File: src/rtl/jtframe_sdram_arb.sv
// jtframe_sdram_arb
// Shares the single game-side SDRAM read port among N ROM requesters in the
// clk_rom domain. Grants are round-robin. Each slot keeps a one-word cache, so
// a repeated read of the same address completes without an SDRAM access. Game
// traffic is held off while downloading or loop_rst is high. A transfer that
// stalls waiting for data is aborted after TOUT cycles and then retried.
//
// Ports
//   clk_rom      SDRAM-domain clock (rising edge)
//   rst_n        synchronous active-low reset
//   downloading  ROM load in progress: no grants, caches invalidated
//   loop_rst     SDRAM controller init: no new grants
//   slot_req     level request per slot, held until slot_ok
//   slot_addr    word address per slot, slot i at [i*AW +: AW]
//   slot_ok      one-cycle pulse per slot: slot_dout valid for that slot
//   slot_dout    returned data, shared by all slots
//   sdram_req    request to SDRAM controller
//   sdram_ack    controller accepted sdram_addr
//   sdram_addr   address of the granted slot
//   data_read    SDRAM read data
//   data_rdy     data_read valid, one cycle
//   busy         FSM not idle
module jtframe_sdram_arb #(
  parameter int N    = 4,
  parameter int AW   = 22,
  parameter int TOUT = 63
) (
  input  logic            clk_rom,
  input  logic            rst_n,
  input  logic            downloading,
  input  logic            loop_rst,
  input  logic [N-1:0]    slot_req,
  input  logic [N*AW-1:0] slot_addr,
  output logic [N-1:0]    slot_ok,
  output logic [31:0]     slot_dout,
  output logic            sdram_req,
  input  logic            sdram_ack,
  output logic [AW-1:0]   sdram_addr,
  input  logic [31:0]     data_read,
  input  logic            data_rdy,
  output logic            busy
);

  localparam int OW = (N > 1) ? $clog2(N) : 1;
  localparam int TW = $clog2(TOUT + 1);

  typedef enum logic [1:0] {
    IDLE,
    WAIT_ACK,
    WAIT_RDY
  } state_t;

  state_t state, state_nxt;

  logic [OW-1:0] owner;
  logic [OW-1:0] rr;
  logic [TW-1:0] timer;

  logic [N-1:0]  valid;
  logic [AW-1:0] tag   [N];
  logic [31:0]   cdata [N];

  logic [N-1:0]  cached;
  logic [N-1:0]  avail;
  logic          hit_en;
  logic [OW-1:0] hit_idx;
  logic          grant_en;
  logic [OW-1:0] grant_idx;
  logic [AW-1:0] grant_addr;
  logic          complete;
  logic          timeout;

  assign busy     = (state != IDLE);
  assign complete = (state == WAIT_RDY) && data_rdy && !downloading;
  assign timeout  = (state == WAIT_RDY) && (timer == TW'(TOUT - 1));

  // A slot whose slot_ok is pulsing this cycle is still seen requesting
  // because the requester only drops slot_req after sampling slot_ok; it is
  // masked so it is not served twice.
  always_comb begin
    cached = '0;
    avail  = '0;
    for (int unsigned i = 0; i < N; i++) begin
      cached[i] = valid[i] && (tag[i] == slot_addr[i*AW +: AW]);
      avail[i]  = slot_req[i] && !slot_ok[i] && !(busy && (owner == OW'(i)));
    end
  end

  // Lowest-index hit wins; a completion in the same cycle takes the shared
  // output registers, so the hit simply retries on the following cycle.
  always_comb begin
    hit_en  = 1'b0;
    hit_idx = '0;
    for (int unsigned i = 0; i < N; i++) begin
      if (!hit_en && avail[i] && cached[i]) begin
        hit_en  = 1'b1;
        hit_idx = OW'(i);
      end
    end
    if (complete || downloading) hit_en = 1'b0;
  end

  // First missing requester at or after the round-robin pointer.
  always_comb begin
    logic        found;
    int unsigned idx;
    found     = 1'b0;
    grant_idx = '0;
    for (int unsigned k = 0; k < N; k++) begin
      idx = (32'(rr) + k) % N;
      if (!found && avail[idx] && !cached[idx]) begin
        found     = 1'b1;
        grant_idx = OW'(idx);
      end
    end
    grant_en   = found && (state == IDLE) && !downloading && !loop_rst;
    grant_addr = slot_addr[grant_idx*AW +: AW];
  end

  always_comb begin
    state_nxt = state;
    case (state)
      IDLE:     if (grant_en) state_nxt = WAIT_ACK;
      WAIT_ACK: begin
        if (downloading)    state_nxt = IDLE;
        else if (sdram_ack) state_nxt = WAIT_RDY;
      end
      WAIT_RDY: begin
        if (downloading || data_rdy || timeout) state_nxt = IDLE;
      end
      default:  state_nxt = IDLE;
    endcase
  end

  always_ff @(posedge clk_rom) begin
    if (!rst_n) state <= IDLE;
    else        state <= state_nxt;
  end

  always_ff @(posedge clk_rom) begin
    if (!rst_n) begin
      slot_ok    <= '0;
      slot_dout  <= '0;
      sdram_req  <= 1'b0;
      sdram_addr <= '0;
      valid      <= '0;
      rr         <= '0;
      owner      <= '0;
      timer      <= '0;
    end else begin
      slot_ok <= '0;

      if (grant_en) begin
        owner      <= grant_idx;
        sdram_addr <= grant_addr;
        sdram_req  <= 1'b1;
      end else if ((state == WAIT_ACK) && (sdram_ack || downloading)) begin
        sdram_req <= 1'b0;
      end

      if (state == WAIT_ACK)      timer <= '0;
      else if (state == WAIT_RDY) timer <= timer + 1'b1;

      if (complete) begin
        slot_ok[owner] <= 1'b1;
        slot_dout      <= data_read;
        valid[owner]   <= 1'b1;
        rr             <= (owner == OW'(N - 1)) ? '0 : owner + 1'b1;
      end else if (hit_en) begin
        slot_ok[hit_idx] <= 1'b1;
        slot_dout        <= cdata[hit_idx];
      end

      if (downloading) valid <= '0;
    end
  end

  // Tags and data need no reset: they are qualified by valid.
  always_ff @(posedge clk_rom) begin
    if (complete) begin
      tag[owner]   <= sdram_addr;
      cdata[owner] <= data_read;
    end
  end

endmodule

File: config.mk
export PLATFORM = sky130hd
export DESIGN_NAME = jtframe_sdram_arb
export DESIGN_NICKNAME = d
export VERILOG_FILES = /design/src/rtl/jtframe_sdram_arb.sv
export SDC_FILE = /design/constraint.sdc
export NUM_CORES = 1
export LEC_CHECK = 0
export ABC_AREA = 1
export ABC_CLOCK_PERIOD_IN_PS = 5300
export CAP_MARGIN = 30
export CORE_MARGIN = 8
export CORE_UTILIZATION = 55
export CTS_BUF_LIST = sky130_fd_sc_hd__clkbuf_8 sky130_fd_sc_hd__clkbuf_16
export CTS_CLUSTER_DIAMETER = 200
export DETAILED_ROUTE_END_ITERATION = 7
export GPL_ROUTABILITY_DRIVEN = 0
export PLACE_DENSITY = 0.83
export REMOVE_ABC_BUFFERS = 1
export SLEW_MARGIN = 20
export SYNTH_ARGS = -nofsm -noshare
export SYNTH_HDL_FRONTEND = slang
export SYNTH_SLANG_ARGS = --single-unit
File: constraint.sdc
create_clock -name clk_rom -period 5.3 [get_ports clk_rom]
set_clock_uncertainty 0.1 [all_clocks]
set_input_delay 1.06 -clock clk_rom [delete_from_list [all_inputs] [get_ports clk_rom]]
set_output_delay 1.06 -clock clk_rom [all_outputs]
set_load 0.005 [all_outputs]
==> impl_metrics.ini, run 1 <==
[outcome]
status = finished, final reports clean

[layout]
nets = 1810
fin_cells = 2023
area.growth.synth_to_final_pct = 24.8
drive_gt1_frac = 0.0642
fin_area_um2 = 16600
fin_util = 0.690

[sta]
hold_slack_ns = 0.370
finalCritPeriodShare = 0.717
finalSetupViolations = 0
fin_ws_ns = 1.50
fmax_mhz = 263
tightest_slew_ns = 0.877
fin_crit_ns = 3.80
drv_slew = 0
rsz0062_at_grt = false
relSlewSlack = 0.415
finalSetupTns_ns = 0
finalHoldViolCount = 0

[worst_setup_path]
path_common_cell = nand2_1
reg2reg_from = rr[0]
rr_endpoint = sdram_addr[19]
r2r_setup_slack_ns = 2.16
crit_required_ns = 5.71
cpPeakStageDelay_ns = 0.56
crit_buf_inv = 4
cp-start-kind = input port
critPathKind = input port to flip-flop
crit_slowest_cell = clkdlybuf4s50_1
path_delay_family = simple AND/OR/NAND/NOR gates
critPathCaptureType = flip-flop
critical_path.endpoint = sdram_addr[19]
cp_num_cells = 20
cp.arrival_ns = 4.21
path_max_fanout = 44
cp_cell_sequence = clkdlybuf4s50_1 > inv_1 > nand2_1 > nand2_1 > nor2_1 > nand2_1 > nor2_1 > nand4_1 > nand3_1 > nand2_4 > nor2_4 > nand3_2 > nand2_4 > buf_4 > nand3_1 > nand2_1 > nand2_1 > nand3_1 > nand2_1 > inv_1
ff2ff_path_depth = 15
startpoint = slot_addr[9]

[die]
die_area_um2 = 29400
die_w_um = 171
io_pins = 190
fp-row-count = 57
die-height_um = 171
core_um2 = 24000
initial_core_util = 0.553

[yosys]
synth_edf_count = 216
synth_seq_cells = 291
syn_area_um2 = 13300
synthFlopType = edfxtp_1
synth_top_area_share = 0.488
synth.area.top_cells = edfxtp_1 (49%), nand2_1 (13%), dfxtp_1 (11%)
syn_avg_cell_area_um2 = 8.93
synth_cell_types = 36
ys_seq_area_frac = 0.601
ys_async_sr_fraction = 0
yosys_warnings = 0
synth_top_area_cell = edfxtp_1
synthTopCellsByCount = nand2_1 (458), edfxtp_1 (216), inv_1 (169)
synth.most_common_cell = nand2_1
synthCells = 1489

[clock_tree]
cts_made_buffers = 29
path_clk_slew_ns = 0.06
clockRootBuffer = clkbuf_16
hold_buffers = 0
cts_resized = 0
clock_latency_ns = 0.56
clockBufferDepth = 3
cts_setup_buffers = 0
cts_sinks = 291
h-tree-depth = 1
cts_tree = done

[route]
via_count = 11100
first_iter_violations = 1321
dr.pass1.iters = 8
drc_errors = 0
routed_wl_mm = 38.0
drt-wirelength-per-cell_um = 18.8
drtAntennaViolNets = 0
via_per_inst = 5.50

[placed_design]
place_ws_ns = 1.06
place_area_um2 = 15500
port_buffers = 189
dp_hpwl_mm = 25.4
placedCellCount = 1967

[global_routing]
grt_pass1_vias = 11200
grt_max_degree = 60
antenna_found_initial = 2
grt_overflow_total = 0
grt_pass1_wl_mm = 58.8
groute.usage.overall = 0.256

[pwr]
clkPwrFrac = 0.428
seq_power_share = 0.489
comb_power_share = 0.083
peakVddDrop_v = 0.000283
switching_share = 0.228
p_switching_mw = 1.16
power.density_nw_per_um2 = 308
power_mw = 5.11
power.internal_mw = 3.94
p_leak_nw = 6.91

[job]
cap_viol_max_count = 0

[hold_path]
holdCritPathClass = flip-flop to flip-flop
## power groups by stage
stage | Sequential [mW] | Clock [mW] | Combinational (mW)
6_report | 2.50 | 2.19 | 0.422
5_1_grt | 2.50 | 2.29 | 0.458
4_1_cts | 2.50 | 2.20 | 0.418
3_5_place_dp | 2.55 | 0 | 0.412
3_3_place_gp | 2.55 | 0 | 0.404
2_1_floorplan | 2.54 | 0 | 0.180
## registers in the layout, indices dropped and copies added, names as in the netlist
signal and cells:
state 2, timer 6, cdata 128, slot_ok 4, tag 88, slot_dout 32, valid 4, rr 2
sdram_req 1, sdram_addr 22, owner 2
## worst register-to-register path, stage by stage (launching register included)
cell,delay (ns)
dfxtp_1,0.59
clkinv_1,0.37
o21ai_0,0.34
nor2_1,0.07
nand3_1,0.10
nand2_2,0.11
nor2_4,0.14
nand3_2,0.11
nand2_4,0.08
buf_4,0.45
nand3_1,0.17
nand2_1,0.16
nand2_1,0.10
nand3_1,0.11
nand2_1,0.06
inv_1,0.05
## cell families after synthesis
| group | synth area share |
|---|---|
| simple gates | 0.238 |
| fa+ha+maj | 0.00565 |
| buf+inv | 0.0753 |
| compound gates | 0.0715 |
| xor+xnor | 0.00857 |
| flops | 0.601 |
## cell usage in the layout, fill, tap and decap left out, drive strengths merged, types with 2 or more instances in the layout
cell type and count:
a21oi 83, a22oi 10, buf 16, bufinv 4, clkbuf 33, clkdlybuf4s50 189
clkinv 12, clkinvlp 2, dfxtp 75, diode 2, edfxtp 216, ha 6
inv 195, nand2 466, nand3 143, nand3b 2, nand4 10, nor2 138
nor3 4, o211ai 22, o21ai 52, o31ai 2, or2 2, xnor2 9
xor2 4
## worst min-delay path by stage
stage	startpoint	cells after the start	to
after CTS	slot_dout[28]	2	slot_dout[28]
final	slot_dout[28]	2	slot_dout[28]
after detailed placement	valid[3]	2	valid[3]
after floorplan	valid[0]	2	valid[0]
after global placement	valid[3]	2	valid[3]
after global routing	slot_dout[25]	2	slot_dout[25]
## cell type report
cell class	instances	area (um2)
clock buffers	33	803
multi-input cells	955	4350
flip-flops and latches	291	7990
repair buffers	205	2080
diodes	2	5.00
inverters	192	723
well taps	324	405
fillers	1832	7450
clock inverters	21	230
## per-layer routing
metal	routed length (um)	GRT usage	up-vias
met5	13	0	-
met4	1570	0.115	2
met3	4290	0.0551	103
met2	18000	0.427	660
met1	14100	0.317	5114
li1	-	-	5248
No activity file was read; power rests on OpenSTA's default activity.
==> run 2, diff against run 1 <==
--- a/config.mk
+++ b/config.mk
@@ -6,7 +6,7 @@
 export NUM_CORES = 1
 export LEC_CHECK = 0
 export ABC_AREA = 1
-export ABC_CLOCK_PERIOD_IN_PS = 5300
+export ABC_CLOCK_PERIOD_IN_PS = 3690
 export CAP_MARGIN = 30
 export CORE_MARGIN = 8
 export CORE_UTILIZATION = 55
==> constraint.sdc (replaced) <==
create_clock -name clk_rom -period 3.69 [get_ports clk_rom]
set_clock_uncertainty 0.1 [all_clocks]
set_input_delay 0.738 -clock clk_rom [delete_from_list [all_inputs] [get_ports clk_rom]]
set_output_delay 0.738 -clock clk_rom [all_outputs]
set_load 0.005 [all_outputs]
==> impl_metrics.ini, run 2 (synthesized netlist as in run 1, its figures left out) <==
[outcome]
status = complete, but fails checks
violations = DRC

[worst_setup_path]
cp-start-kind = input port
critPathKind = input port to flip-flop
path_max_fanout = 17
crit_required_ns = 4.10
critPathCaptureType = flip-flop
cp.arrival_ns = 3.61

[sta]
tightest_slew_ns = 0.569
relSlewSlack = 0.621
rsz0062_at_grt = false
fmax_mhz = 312
hold_slack_ns = 0.353
fin_crit_ns = 3.20
finalCritPeriodShare = 0.867
drv_slew = 0
finalSetupViolations = 0
finalHoldViolCount = 0

[job]
cap_viol_max_count = 0

[die]
initial_core_util = 0.553
die_area_um2 = 29400
core_um2 = 24000
die_w_um = 171
fp-row-count = 57
die-height_um = 171
io_pins = 190

[clock_tree]
clockBufferDepth = 3
cts_sinks = 291
cts_made_buffers = 30
cts_resized = 0
hold_buffers = 0
h-tree-depth = 1
cts_tree = done
cts_setup_buffers = 0
clock_latency_ns = 0.56
clockRootBuffer = clkbuf_16
path_clk_slew_ns = 0.06

[route]
first_iter_violations = 1367
routed_wl_mm = 38.2
drt-wirelength-per-cell_um = 18.8
via_per_inst = 5.60
drc_errors = 9
dr.pass1.iters = 8
drtAntennaViolNets = 0
via_count = 11400

[layout]
largest_reg_flops = 128
drive_gt1_frac = 0.0718
nets = 1825
area.growth.synth_to_final_pct = 26.3
antenna_cells = 0
layout_commonest_cell = nand2_1
layout_common_cells = nand2_1 (457), edfxtp_1 (216), clkdlybuf4s50_1 (189)
fin_cells = 2036
nFillCells = 1777
top_regs = cdata: 128 flops, tag: 88 flops, slot_dout: 32 flops
regMostFlops = cdata

[pwr]
power.internal_mw = 5.69
seq_power_share = 0.487
switching_share = 0.227
clkPwrFrac = 0.427
power.density_nw_per_um2 = 439
peakVddDrop_v = 0.000477
power_mw = 7.36
p_leak_nw = 7.00
p_switching_mw = 1.67
comb_power_share = 0.085

[placed_design]
port_buffers = 189
placedCellCount = 1981
dp_hpwl_mm = 25.5

[global_routing]
grt_overflow_total = 0
grt_max_degree = 56
grt_pass1_vias = 11100
antenna_found_initial = 0
groute.usage.overall = 0.256
grt_pass1_wl_mm = 59.0

[hold_path]
holdCritPathClass = flip-flop to flip-flop
## run 2: cell count changes in the layout (fill, tap and decap cells not counted), moves of 2 or more
cell      previous run  this run
clkbuf_8             2         5
inv_6                2         0
buf_4               11        17
buf_12               3        13
diode_2              2         0
## run 2: cell type report
| type | instances | area, um2 | share of cell area |
|---|---|---|---|
| multi-input cells | 955 | 4350 | 0.259 |
| flip-flops and latches | 291 | 7990 | 0.476 |
| clock buffers | 35 | 820 | 0.0488 |
| inverters | 192 | 723 | 0.0431 |
| clock inverters | 20 | 219 | 0.0130 |
| well taps | 324 | 405 | 0.0242 |
| repair buffers | 219 | 2280 | 0.136 |
## run 2: path summary, 6_finish.rpt
kind	startpoint	to	slack, ns	cells after the start
setup reg to reg	owner[0]	sdram_addr[12]	0.74	20
hold / removal	valid[3]	valid[3]	0.35	2
hold reg to reg	valid[3]	valid[3]	0.35	2
setup / recovery	slot_addr[13]	sdram_addr[8]	0.49	20
## run 2: routing by layer
metal  part of all wire  GRT usage  routed length, um
met1               0.37      0.318              14200
met2               0.46      0.418              17800
met3               0.12     0.0574               4420
met4              0.047      0.126               1790
met5                  0          0                  0
## run 2: worst max-delay path, stage by stage
cell and delay (ns):
clkdlybuf4s50_1 0.52, inv_1 0.05, nand2_1 0.05, nand2_1 0.06, nor2_1 0.26, nand2_1 0.11
nor2_1 0.21, nand4_1 0.19, nand3_1 0.16, nand2_2 0.12, nor2_4 0.13, nand3_2 0.11
nand2_1 0.12, nand2_2 0.11, inv_4 0.17, buf_12 0.16, nor2_1 0.06, nor2_1 0.11
nand2_1 0.08, inv_1 0.06
## run 2: stage by stage
step / setup TNS [ns] / setup slack (ns) / cell area, um2 / util
6_report: 0 / 0.489 / 16800 / 0.698
5_1_grt: 0 / 0.363 / 16800 / 0.698
4_1_cts: 0 / 0.578 / 16800 / 0.698
3_5_place_dp: 0 / 0.0482 / 15700 / 0.655
3_3_place_gp: 0 / 0.120 / 15700 / 0.655
2_1_floorplan: -269.35 / -1.21 / 13000 / -
## run 2: power groups by stage
| stage | combinational (mW) | sequential, mW | clock, mW |
|---|---|---|---|
| final | 0.628 | 3.59 | 3.15 |
| after global routing | 0.680 | 3.59 | 3.31 |
| after CTS | 0.620 | 3.59 | 3.18 |
| after detailed placement | 0.614 | 3.66 | 0 |
| after global placement | 0.601 | 3.66 | 0 |
| after floorplan | 0.259 | 3.64 | 0 |
==> run 3, diff against run 2 <==
--- a/config.mk
+++ b/config.mk
@@ -6,15 +6,16 @@
 export NUM_CORES = 1
 export LEC_CHECK = 0
 export ABC_AREA = 1
-export ABC_CLOCK_PERIOD_IN_PS = 3690
+export ABC_CLOCK_PERIOD_IN_PS = 2750
 export CAP_MARGIN = 30
 export CORE_MARGIN = 8
-export CORE_UTILIZATION = 55
+export CORE_UTILIZATION = 50
 export CTS_BUF_LIST = sky130_fd_sc_hd__clkbuf_8 sky130_fd_sc_hd__clkbuf_16
 export CTS_CLUSTER_DIAMETER = 200
 export DETAILED_ROUTE_END_ITERATION = 7
 export GPL_ROUTABILITY_DRIVEN = 0
-export PLACE_DENSITY = 0.83
+export HOLD_SLACK_MARGIN = 0.06
+export PLACE_DENSITY = 0.8
 export REMOVE_ABC_BUFFERS = 1
 export SLEW_MARGIN = 20
 export SYNTH_ARGS = -nofsm -noshare
==> constraint.sdc (replaced) <==
create_clock -name clk_rom -period 2.75 [get_ports clk_rom]
set_clock_uncertainty 0.1 [all_clocks]
set_input_delay 0.55 -clock clk_rom [delete_from_list [all_inputs] [get_ports clk_rom]]
set_output_delay 0.55 -clock clk_rom [all_outputs]
set_load 0.005 [all_outputs]
==> impl_metrics.ini, run 3 (synthesized netlist as in run 1, its figures left out) <==
[outcome]
status = complete, but fails checks
violations = setup timing

[layout]
drive_gt1_frac = 0.177
antenna_cells = 0
nFillCells = 1789
fin_util = 0.708
area.growth.synth_to_final_pct = 38.7
nets = 1936
top_regs = cdata: 128 flops, tag: 88 flops, slot_dout: 32 flops
regMostFlops = cdata
largest_reg_flops = 128
layout_commonest_cell = nand2_1
layout_common_cells = nand2_1 (425), edfxtp_1 (216), inv_1 (152)

[sta]
finalSetupViolations = 22
fin_crit_ns = 2.85
drv_slew = 0
finalCritPeriodShare = 1.04
finalHoldViolCount = 0
finalSetupTns_ns = -0.996
rsz0062_at_grt = true
fmax_mhz = 350
fin_ws_ns = -0.104
tightest_slew_ns = 0.436
relSlewSlack = 0.709

[worst_setup_path]
r2r_setup_slack_ns = -0.10
cpPeakStageDelay_ns = 0.43
cp.arrival_ns = 3.20
cp-start-kind = flip-flop
critPathCaptureType = flip-flop
crit_slowest_cell = edfxtp_1
critPathKind = flip-flop to flip-flop
cp_cell_sequence = nand2_2 > o21ai_1 > nor2_1 > nand2_1 > nor2_1 > buf_4 > nand4_1 > nand3_2 > nand2_4 > nor2_4 > nand3_4 > nand2_8 > nand2_8 > clkbuf_16 > nand2_1 > nand2_1 > nand2_1 > nand3_1 > nand2_1 > inv_1
path_common_cell = nand2_1
path_max_fanout = 7
crit_required_ns = 3.10

[die]
fp-row-count = 59
initial_core_util = 0.510
die_w_um = 179
core_um2 = 26100
die_area_um2 = 32100
die-height_um = 179
io_pins = 190

[job]
cap_viol_max_count = 0

[pwr]
power_mw = 9.98
peakVddDrop_v = 0.000584
p_leak_nw = 8.29
power.density_nw_per_um2 = 541

[global_routing]
antenna_found_initial = 2
grt_pass1_vias = 11800
grt_overflow_total = 0
grt_max_degree = 45
groute.usage.overall = 0.247
grt_pass1_wl_mm = 61.9

[clock_tree]
cts_tree = done
clock_latency_ns = 0.55
clockBufferDepth = 3
cts_made_buffers = 30
cts_sinks = 291
path_clk_slew_ns = 0.07
h-tree-depth = 1
clockRootBuffer = clkbuf_16
hold_buffers = 0

[route]
via_count = 12000
dr.pass1.iters = 8
drc_errors = 0
via_per_inst = 5.54
first_iter_violations = 1633
drt-wirelength-per-cell_um = 19.8
routed_wl_mm = 42.8
drtAntennaViolNets = 0

[placed_design]
dp_hpwl_mm = 28.5
port_buffers = 189
place_ws_ns = -0.749

[hold_path]
holdCritPathClass = flip-flop to flip-flop
[run 3: cell types whose count changed in the layout (fill, tap and decap cells not counted), sizes merged]
cell           change
clkinvlp           +1
dlygate4sd2        +5
dlymetal6s2s      +65
clkinv             +4
buf              +105
bufinv             -2
clkbuf             +8
clkdlybuf4s50     -70
inv                -4
[run 3: through the flow]
| stage | cell area [um2] | std cells | hold slack (ns) |
|---|---|---|---|
| 5_1_grt | 18400 | 2159 | 0.381 |
| 3_3_place_gp | 16600 | 2083 | 0.353 |
| 6_report | 18400 | 2159 | 0.363 |
| 2_1_floorplan | 13000 | 1438 | 0.330 |
| 4_1_cts | 17700 | 2143 | 0.364 |
| 3_5_place_dp | 16600 | 2083 | 0.354 |
[run 3: critical path: cells and delay by family, from the launching register on]
kind                   cells  cell delay (ns)
AOI/OAI and AO/OA          1             0.06
DFF                        1             0.43
and+or+nand+nor           16             1.74
buffers and inverters      3             0.39
[run 3: worst paths after layout]
check | startpoint | endpoint | cells after the start
worst max-delay path | tag[2][3] | sdram_addr[0] | 20
worst min-delay path | slot_dout[18] | slot_dout[18] | 2
worst max register to register | tag[2][3] | sdram_addr[0] | 20
worst min register to register | slot_dout[18] | slot_dout[18] | 2
[run 3: per-layer routing]
metal / wire [um] / part of all wire / vias to the layer above / GRT usage
met5: 27 / 0.00063 / - / 0
met2: 20900 / 0.49 / 715 / 0.423
met4: 1870 / 0.044 / 4 / 0.0961
met3: 4420 / 0.10 / 149 / 0.0514
met1: 15600 / 0.36 / 5591 / 0.300
li1: - / - / 5511 / -
[run 3: what timing repair did]
action | CTS | global route
pin swaps | 12 | 85
gates cloned | 0 | 7
gates resized for setup | 19 | 180
buffers inserted | 4 | 9
endpoints found under the setup margin | 55 | 56
[run 3: area by class of cell]
cell class	count	area [um2]	area share
Clock buffer	37	858	0.0466
Clock inverter	19	150	0.00814
Inverter	192	731	0.0396
Multi-Input combinational cell	955	4670	0.253
Sequential cell	291	7990	0.433
Tap cell	335	419	0.0227
Timing Repair Buffer	330	3610	0.196
[run 3: where the power goes]
part           internal, mW  switching [mW]
combinational         0.510           0.556
clock                  2.39            1.70
sequential             4.76          0.0671
total                  7.66            2.33
